<file path="config.mk">
export PLATFORM = sky130hd
export DESIGN_NAME = bist_resp_analyzer
export DESIGN_NICKNAME = d
export VERILOG_FILES = /design/src/rtl/bist_resp_analyzer_pkg.sv /design/src/rtl/misr16.sv /design/src/rtl/bist_resp_analyzer.sv
export SDC_FILE = /design/constraint.sdc
export NUM_CORES = 1
export LEC_CHECK = 0
export CORE_UTILIZATION = 35
export CTS_BUF_LIST = sky130_fd_sc_hd__clkbuf_8
export DETAILED_ROUTE_END_ITERATION = 12
export DONT_BUFFER_PORTS = 1
export PLACE_DENSITY_LB_ADDON = 0.05
export SYNTH_ARGS = -nofsm -noshare
export SYNTH_HDL_FRONTEND = slang
export SYNTH_SLANG_ARGS = --single-unit
</file>
<file path="constraint.sdc">
create_clock -name CLK -period 2 [get_ports CLK]
set_input_delay 0.1 -clock CLK [delete_from_list [all_inputs] [get_ports CLK]]
set_output_delay 0.1 -clock CLK [all_outputs]
set_load 0.01 [all_outputs]
</file>
<file path="src/rtl/bist_resp_analyzer_pkg.sv">
// Shared definitions for the BIST response analyzer: FSM states, widths and
// the MISR feedback polynomial.
package bist_resp_analyzer_pkg;

    localparam int unsigned SigW  = 16;
    localparam int unsigned ByteW = 8;

    localparam logic [SigW-1:0]  MisrPoly = 16'h1021;
    localparam logic [ByteW-1:0] CntMax   = 8'hFF;

    typedef enum logic [1:0] {
        StIdle    = 2'd0,
        StCompact = 2'd1,
        StCheck   = 2'd2,
        StReport  = 2'd3
    } state_e;

endpackage

</file>
<file path="src/rtl/misr16.sv">
// 16-bit multiple-input signature register: load folds the first byte into the
// seed, enable shifts with polynomial feedback and folds in the next byte.
module misr16
    import bist_resp_analyzer_pkg::*;
(
    input  logic             CLK,
    input  logic             RESET,
    input  logic             enable,
    input  logic             load,
    input  logic [SigW-1:0]  seed,
    input  logic [ByteW-1:0] data,
    output logic [SigW-1:0]  sig
);

    logic [SigW-1:0] data_ext;
    logic [SigW-1:0] feedback;

    assign data_ext = {{(SigW - ByteW){1'b0}}, data};
    assign feedback = sig[SigW-1] ? MisrPoly : '0;

    always_ff @(posedge CLK or posedge RESET) begin
        if (RESET) begin
            sig <= '0;
        end else if (load) begin
            sig <= seed ^ data_ext;
        end else if (enable) begin
            sig <= {sig[SigW-2:0], 1'b0} ^ feedback ^ data_ext;
        end
    end

endmodule

</file>
<file path="src/rtl/bist_resp_analyzer.sv">
// BIST response analyzer: compacts RESP into a MISR while RUNNING is high, then
// compares signature and cycle count with the expected values and holds a report.
module bist_resp_analyzer
    import bist_resp_analyzer_pkg::*;
#(
    parameter logic [SigW-1:0]  SEED       = 16'h0000,
    parameter logic [SigW-1:0]  GOLDEN     = 16'h0000,
    parameter logic [ByteW-1:0] EXP_CYCLES = 8'd90
) (
    input  logic             CLK,
    input  logic             RESET,
    input  logic             RUNNING,
    input  logic [ByteW-1:0] RESP,
    input  logic             ACK,
    output logic [SigW-1:0]  SIGNATURE,
    output logic [ByteW-1:0] CYCLES,
    output logic             DONE,
    output logic             PASS
);

    state_e           state_q;
    logic [ByteW-1:0] cycles_q;
    logic             done_q;
    logic             pass_q;
    logic [SigW-1:0]  sig;
    logic             misr_load;
    logic             misr_en;

    assign misr_load = (state_q == StIdle) && RUNNING;
    assign misr_en   = (state_q == StCompact) && RUNNING;

    misr16 u_misr (
        .CLK    (CLK),
        .RESET  (RESET),
        .enable (misr_en),
        .load   (misr_load),
        .seed   (SEED),
        .data   (RESP),
        .sig    (sig)
    );

    always_ff @(posedge CLK or posedge RESET) begin
        if (RESET) begin
            state_q  <= StIdle;
            cycles_q <= '0;
            done_q   <= 1'b0;
            pass_q   <= 1'b0;
        end else begin
            unique case (state_q)
                StIdle: begin
                    if (RUNNING) begin
                        cycles_q <= 8'd1;
                        state_q  <= StCompact;
                    end
                end
                StCompact: begin
                    if (RUNNING) begin
                        cycles_q <= (cycles_q == CntMax) ? CntMax : cycles_q + 8'd1;
                    end else begin
                        state_q <= StCheck;
                    end
                end
                StCheck: begin
                    pass_q  <= (sig == GOLDEN) && (cycles_q == EXP_CYCLES);
                    done_q  <= 1'b1;
                    state_q <= StReport;
                end
                StReport: begin
                    // Signature and count stay readable after the report is released.
                    if (ACK) begin
                        done_q  <= 1'b0;
                        pass_q  <= 1'b0;
                        state_q <= StIdle;
                    end
                end
                default: state_q <= StIdle;
            endcase
        end
    end

    assign SIGNATURE = sig;
    assign CYCLES    = cycles_q;
    assign DONE      = done_q;
    assign PASS      = pass_q;

endmodule
</file>
# Word-level counts from Yosys, hierarchy flattened
# Index checks and enable logic that the tools add are counted.
dict set report totals {
  ff_bits 28
  word_cells 42
  out_inout_bits 26
  in_bits 12
}
dict set report classes {
  reduce_logical 11
  eq_ne 9
  bitwise 2
  add_sub_neg 1
  n_mux 14
}
# operator n
set op_table {}
lappend op_table {{$mux W16} 2}
lappend op_table {{$mux W8} 3}
lappend op_table {{$logic_not A16 Y1} 1}
lappend op_table {{$pmux W8 S2} 1}
lappend op_table {{$xor A16 B16 Y16} 1}
lappend op_table {{$xor A16 B8 Y16} 1}
lappend op_table {{$mux W13} 1}
lappend op_table {{$add A8 B1 Y8 const B} 1}
lappend op_table {{$eq A8 B7 Y1 const B} 1}
lappend op_table {{$eq A8 B8 Y1 const B} 1}
lappend op_table {{$ne A2 B2 Y1 const B} 4}
lappend op_table {{$pmux W2 S4} 1}
lappend op_table {{$mux W2} 3}
lappend op_table {{$reduce_and A3 Y1} 2}
lappend op_table {{$reduce_bool A2 Y1} 3}
lappend op_table {{$eq A2 B2 Y1 const B} 2}
lappend op_table {{$pmux W1 S2} 2}
lappend op_table {{$logic_and A1 B1 Y1} 3}
lappend op_table {{$eq A2 B1 Y1 const B} 1}
lappend op_table {{$logic_not A2 Y1} 1}
lappend op_table {{$reduce_and A2 Y1} 1}
lappend op_table {{$mux W1} 1}

# Longest topological paths before layout
dict set report depth {
  depth_word 5
  ltp_mapped 7
  mapped_depth_nobuf 5
}

# Cells and area by module
# From an unflattened synthesis, not the netlist that was laid out.
dict set report hier_totals {
  cells_unflattened 167
  area_unflattened_um2 1630.3
}
# module cells_each seq_area_each_um2 n_inst area_each_um2
set by_module_without_submodules {}
lappend by_module_without_submodules {misr16 89 400.4 1 900.9}
lappend by_module_without_submodules {bist_resp_analyzer 78 300.3 1 729.4}

# Least setup slack after synthesis
# Ideal clock, no wire load.
dict set report synth_timing {
  path_type {register -> register}
  startpoint {register state_q[0]}
  endpoint {register state_q[1]}
  synth_period_minus_slack_ns 1.540
  path_stages_with_launch 7
  n_path_buf 1
  t_required_ns 1.875
  setup_slack_ns 0.460
  setup_time_ns 0.125
  arrival_time_ns 1.416
  path_cell_list {dfrtp_1 inv_1 ha_1 buf_2 inv_1 o221ai_1 mux2_2}
}
dict set report synth_between {
  elab_chain_len 3
  elab_cells_between_ends 9
  classes_between {eq/ne: 6; mux: 1; reduce/logical: 2}
}
# element line
set synth_lines {}
lappend synth_lines {{from (decl)} bist_resp_analyzer.sv:21} ;# state_e state_q;
lappend synth_lines {{from (signal assigned)} bist_resp_analyzer.sv:44} ;# state_q <= StIdle;
lappend synth_lines {{from (signal assigned)} bist_resp_analyzer.sv:53} ;# state_q <= StCompact;
lappend synth_lines {{from (signal assigned)} bist_resp_analyzer.sv:60} ;# state_q <= StCheck;
lappend synth_lines {{$eq A2 B2 Y1, or another cell as far along} bist_resp_analyzer.sv:49} ;# unique case (state_q)
lappend synth_lines {{$ne A2 B2 Y1 (no line)} -}
lappend synth_lines {{$reduce_and A3 Y1 (no line)} -}
# Several ways; a longest one is shown, not always the timed one.
# A chain may end at the register's enable or synchronous reset.

# Worst setup path in the final report
# Ends and elaborated chain as after synthesis.

==> results.txt <==
----------------------------------------------------
[STA]
  Period utilization ... 0.877
  Slew at the pin with the worst max-slew slack ... approximately 0.38 ns
  Unrepaired setup endpoints after global routing ... no
  Number of hold-slack violations in the final timing report ... 0
  Hold WS ... roughly 0.02 ns
  Pins over their slew limit ... 0
  Max-Slew Margin vs Limit ... 0.746
  Min Tclk post-route ... between 1.5 and 2 ns
  Highest Clock Rate ... between 500 and 600 MHz
  Clock skew ... ~0.0043 ns
  Total setup violations reported at the end of the flow ... 0
  Sum of negative setup slack ... 0 ns

[Placed design]
  DP HPWL ... approximately 2900 um
  Count of input and output buffers ... 0
  Final GP Congestion ... approximately 0.8
  Placed instance count ... about 210

[Global routing]
  First-pass GRT wire length ... 7150 um
  Routing usage on met2 ... 0.307
  Tot GR Track Use ... 0.188
  Congestion Overflow GR ... 0
  Number of global-route vias before repair ... roughly 1400
  GR met1 Demand/Resource ... 0.250
  Antenna violations before repair ... 0
  Global routing's busiest layer ... met2
  Largest net degree at the start of global routing ... 29
  Met3 Use GR ... 0.0407

[Synthesis]
  Fraction of synthesized area in multiplexers ... 0.0197
  Instance count of the mapped netlist ... 162
  Mean post-synth cell area ... around 9.8 um2
  Async set-or-reset flop fraction in the synthesized netlist ... 1.00
  Sequential cell area fraction in the yosys report ... 0.441
  Complex-gate fraction of the synthesized area ... 0.278
  Combined area of all synthesized cells ... about 1600 um2
  Number of synthesized flops with an enable pin ... 0
  Post-synthesis register bit count ... 28
  Xor and xnor area share after synthesis ... 0.0110
  Total nets after synthesis ... 181
  Simple-Gate Fraction of Synth Area ... 0.123
  Adder and majority gate portion of the synthesized area ... 0.0551
  Flip-flop cell with the highest count after synthesis ... sky130_fd_sc_hd__dfrtp_1
  Combinational family with the most area after synthesis ... compound AO/OA/AOI/OAI gates
  Number of different library cells in the post-synthesis netlist ... 39
  Yosys synthesis warning count ... 0

[Critical path]
  Critical path's most frequent cell ... sky130_fd_sc_hd__inv_1
  Family with the most delay on the worst path ... flip-flops
  Type of origin of the critical path ... register
  Data arrival time of the critical path ... 1.92 ns
  Data required time at the worst endpoint ... around 2.2 ns
  Setup crit end kind ... register
  CP max-delay cell ... sky130_fd_sc_hd__dfrtp_1
  Count of buffer and inverter cells on the critical path ... 2
  R2R Setup Slk ... between 0.2 and 0.25 ns
  Cells along the critical path ... inv_1 -> ha_1 -> inv_1 -> o221ai_1 -> mux2_2
  RR Startpoint ... state_q[0]$_DFFE_PP0P_
  Setup CP Type ... register to register
  Beginning of the critical path ... state_q[0]$_DFFE_PP0P_
  Largest driver fanout on the critical path ... 9
  Delay of the slowest cell on the worst path ... around 0.42 ns

[CTS]
  Clock insertion delay at the later pin of the skew report ... roughly 0.28 ns
  Setup Buffers After CTS ... 0
  Clock sink count ... 28
  Clock-pin slew on the worst setup and hold paths ... 0.09 ns
  Clock tree root buffer cell ... sky130_fd_sc_hd__clkbuf_8
  TritonCTS clock tree ... built
  Deepest clock path buffer count ... 2
  Number of clock buffers inserted by TritonCTS ... 3
  Resize count post-CTS ... 0
  Count of H-tree levels built during CTS ... 1

[Routing]
  DRC violation total after the first TritonRoute iteration ... 121
  Total length of routed wires ... 4270 um
  Residual antenna-violating net count after detailed routing ... 0
  Pre-antenna DRT Iters ... 4
  Via count normalized by instance count ... between 6 and 7
  DR vias ... between 1000 and 1500
  DRC violation count after routing ... 0
  Post-DR wirelength/cell ... around 19 um

[Run status]
  Result of the run ... finished clean

[Layout]
  Non-filler cells in the finished layout ... 222
  Filler Cells Inserted ... between 400 and 500
  Area growth syn-to-layout ... 11.8%
  Fraction of layout cells with a size suffix above 1 ... 0.0765
  Final #Nets ... 191
  Final antenna diode count ... 0
  Multi-input gate area in the final layout ... between 700 and 800 um2
  Storage cell area ... 701 um2

[Floorplan]
  DIE WIDTH ... between 60 and 70 um
  Die Span Y ... ~69 um
  Initial cell density of the core ... 0.365
  Number of ports placed on the die boundary ... 38
  Die Outline Area ... 4810 um2
  Core ar. ... roughly 4400 um2
  Floorplan row count ... 24

[Pwr]
  Lkg Pwr ... between 0.7 and 0.8 nW
  Maximum vdd drop ... between 0.5 and 0.6 mV
  Total power ... approximately 0.0026 W
  PwrDens ... ~1400 nW/um2

[Min path]
  Source of the worst hold timing path ... ACK
  Worst hold path class ... primary input to register

[Flow run]
  Max-cap violations ... 0

----------------------------------------------------
[cell families after synthesis]
kind of cell	after synthesis
AO/OA/AOI/OAI	63
AND/OR/NAND/NOR	35
flip-flops	28
buffers and inverters	24
adder cells (fa/ha/maj)	7
multiplexers	3
XOR/XNOR	2
[where the power goes]
part | switching, W | leakage [nW] | total [W] | internal, W
Combinational | 0.000545 | 0.380 | 0.00106 | 0.000513
Sequential | 0.000410 | 0.342 | 0.00120 | 0.000786
Clock | 0.000178 | 0.0216 | 0.000313 | 0.000136
Total | 0.00113 | 0.743 | 0.00257 | 0.00143
[state kept, by name, summed over array words and instances, names as in the netlist]
| name | count |
|---|---|
| u_misr.sig | 16 |
| PASS | 1 |
| DONE | 1 |
| CYCLES | 8 |
| state_q | 2 |
[layout by cell type (no fill, tap or decap), types with 4 or more instances in the layout]
| cell type | count |
|---|---|
| sky130_fd_sc_hd__a21oi_1 | 15 |
| sky130_fd_sc_hd__a2bb2oi_1 | 6 |
| sky130_fd_sc_hd__a31oi_1 | 10 |
| sky130_fd_sc_hd__buf_4 | 5 |
| sky130_fd_sc_hd__dfrtp_1 | 28 |
| sky130_fd_sc_hd__dlygate4sd3_1 | 11 |
| sky130_fd_sc_hd__ha_1 | 7 |
| sky130_fd_sc_hd__inv_1 | 13 |
| sky130_fd_sc_hd__nand2_1 | 10 |
| sky130_fd_sc_hd__nand3_1 | 4 |
| sky130_fd_sc_hd__o21a_1 | 7 |
| sky130_fd_sc_hd__o22a_1 | 7 |
| sky130_fd_sc_hd__o22ai_1 | 6 |
[synthesized netlist by cell type (2+ instances only)]
| library cell | instances | area, um2 |
|---|---|---|
| sky130_fd_sc_hd__dfrtp_1 | 28 | 701 |
| sky130_fd_sc_hd__a21oi_1 | 15 | 75.1 |
| sky130_fd_sc_hd__inv_1 | 13 | 48.8 |
| sky130_fd_sc_hd__a31oi_1 | 10 | 62.6 |
| sky130_fd_sc_hd__nand2_1 | 10 | 37.5 |
| sky130_fd_sc_hd__buf_2 | 8 | 40.0 |
| sky130_fd_sc_hd__ha_1 | 7 | 87.6 |
| sky130_fd_sc_hd__o21a_1 | 7 | 52.6 |
| sky130_fd_sc_hd__o22a_1 | 7 | 61.3 |
| sky130_fd_sc_hd__a2bb2oi_1 | 6 | 52.6 |
| sky130_fd_sc_hd__o22ai_1 | 6 | 37.5 |
| sky130_fd_sc_hd__nand3_1 | 4 | 20.0 |
| sky130_fd_sc_hd__a311oi_1 | 3 | 26.3 |
| sky130_fd_sc_hd__nor2_1 | 3 | 11.3 |
| sky130_fd_sc_hd__nor3_1 | 3 | 15.0 |
| sky130_fd_sc_hd__nor4_1 | 3 | 18.8 |
| sky130_fd_sc_hd__a41oi_1 | 2 | 17.5 |
| sky130_fd_sc_hd__and2_1 | 2 | 12.5 |
| sky130_fd_sc_hd__buf_6 | 2 | 22.5 |
| sky130_fd_sc_hd__mux2i_1 | 2 | 20.0 |
| sky130_fd_sc_hd__o31ai_1 | 2 | 15.0 |
| sky130_fd_sc_hd__xor2_1 | 2 | 17.5 |
[path summary, 6_finish.rpt]
kind	endpoint	depth (start not counted)
setup / recovery	state_q[1]$_DFFE_PP0P_	5
hold / removal	PASS$_DFFE_PP0P_	3
max in group asynchronous	CYCLES[3]$_DFFE_PP0P_	3
setup reg to reg	state_q[1]$_DFFE_PP0P_	5
min in group asynchronous	u_misr.sig[14]$_DFFE_PP0P_	3
hold reg to reg	PASS$_DFFE_PP0P_	2
[area by class of cell]
| type | instances | share of cell area |
|---|---|---|
| Timing Repair Buffer | 16 | 0.0831 |
| Inverter | 13 | 0.0275 |
| Multi-Input combinational cell | 110 | 0.435 |
| Sequential cell | 28 | 0.394 |
| Clock buffer | 3 | 0.0232 |
| Tap cell | 52 | 0.0366 |
[worst reg2reg max path: stages (launching register included)]
cell and delay, ns:
sky130_fd_sc_hd__dfrtp_1 0.42, sky130_fd_sc_hd__inv_1 0.14, sky130_fd_sc_hd__ha_1 0.35, sky130_fd_sc_hd__inv_1 0.08
sky130_fd_sc_hd__o221ai_1 0.28, sky130_fd_sc_hd__mux2_2 0.37
[layer usage]
metal,vias up,wire [um]
li1,627,-
met1,675,1960
met2,40,2070
met3,4,197
met4,0,38
met5,-,0
[through the flow]
stage / worst slack [ns] / instance area (um2) / util
CTS: 0.242 / 1780 / 0.408
detailed placement: 0.266 / 1630 / 0.373
global placement: 0.365 / 1630 / 0.373
global route: 0.131 / 1780 / 0.408
floorplan: 0.460 / 1590 / -
finish: 0.246 / 1780 / 0.408
[timing repair]
item | 4_1_cts | 5_1_grt
hold endpoints to repair | 42 | 0
hold buffers | 11 | 0
endpoints found under the setup margin | 0 | 0
(Power assumes the default switching activity.)
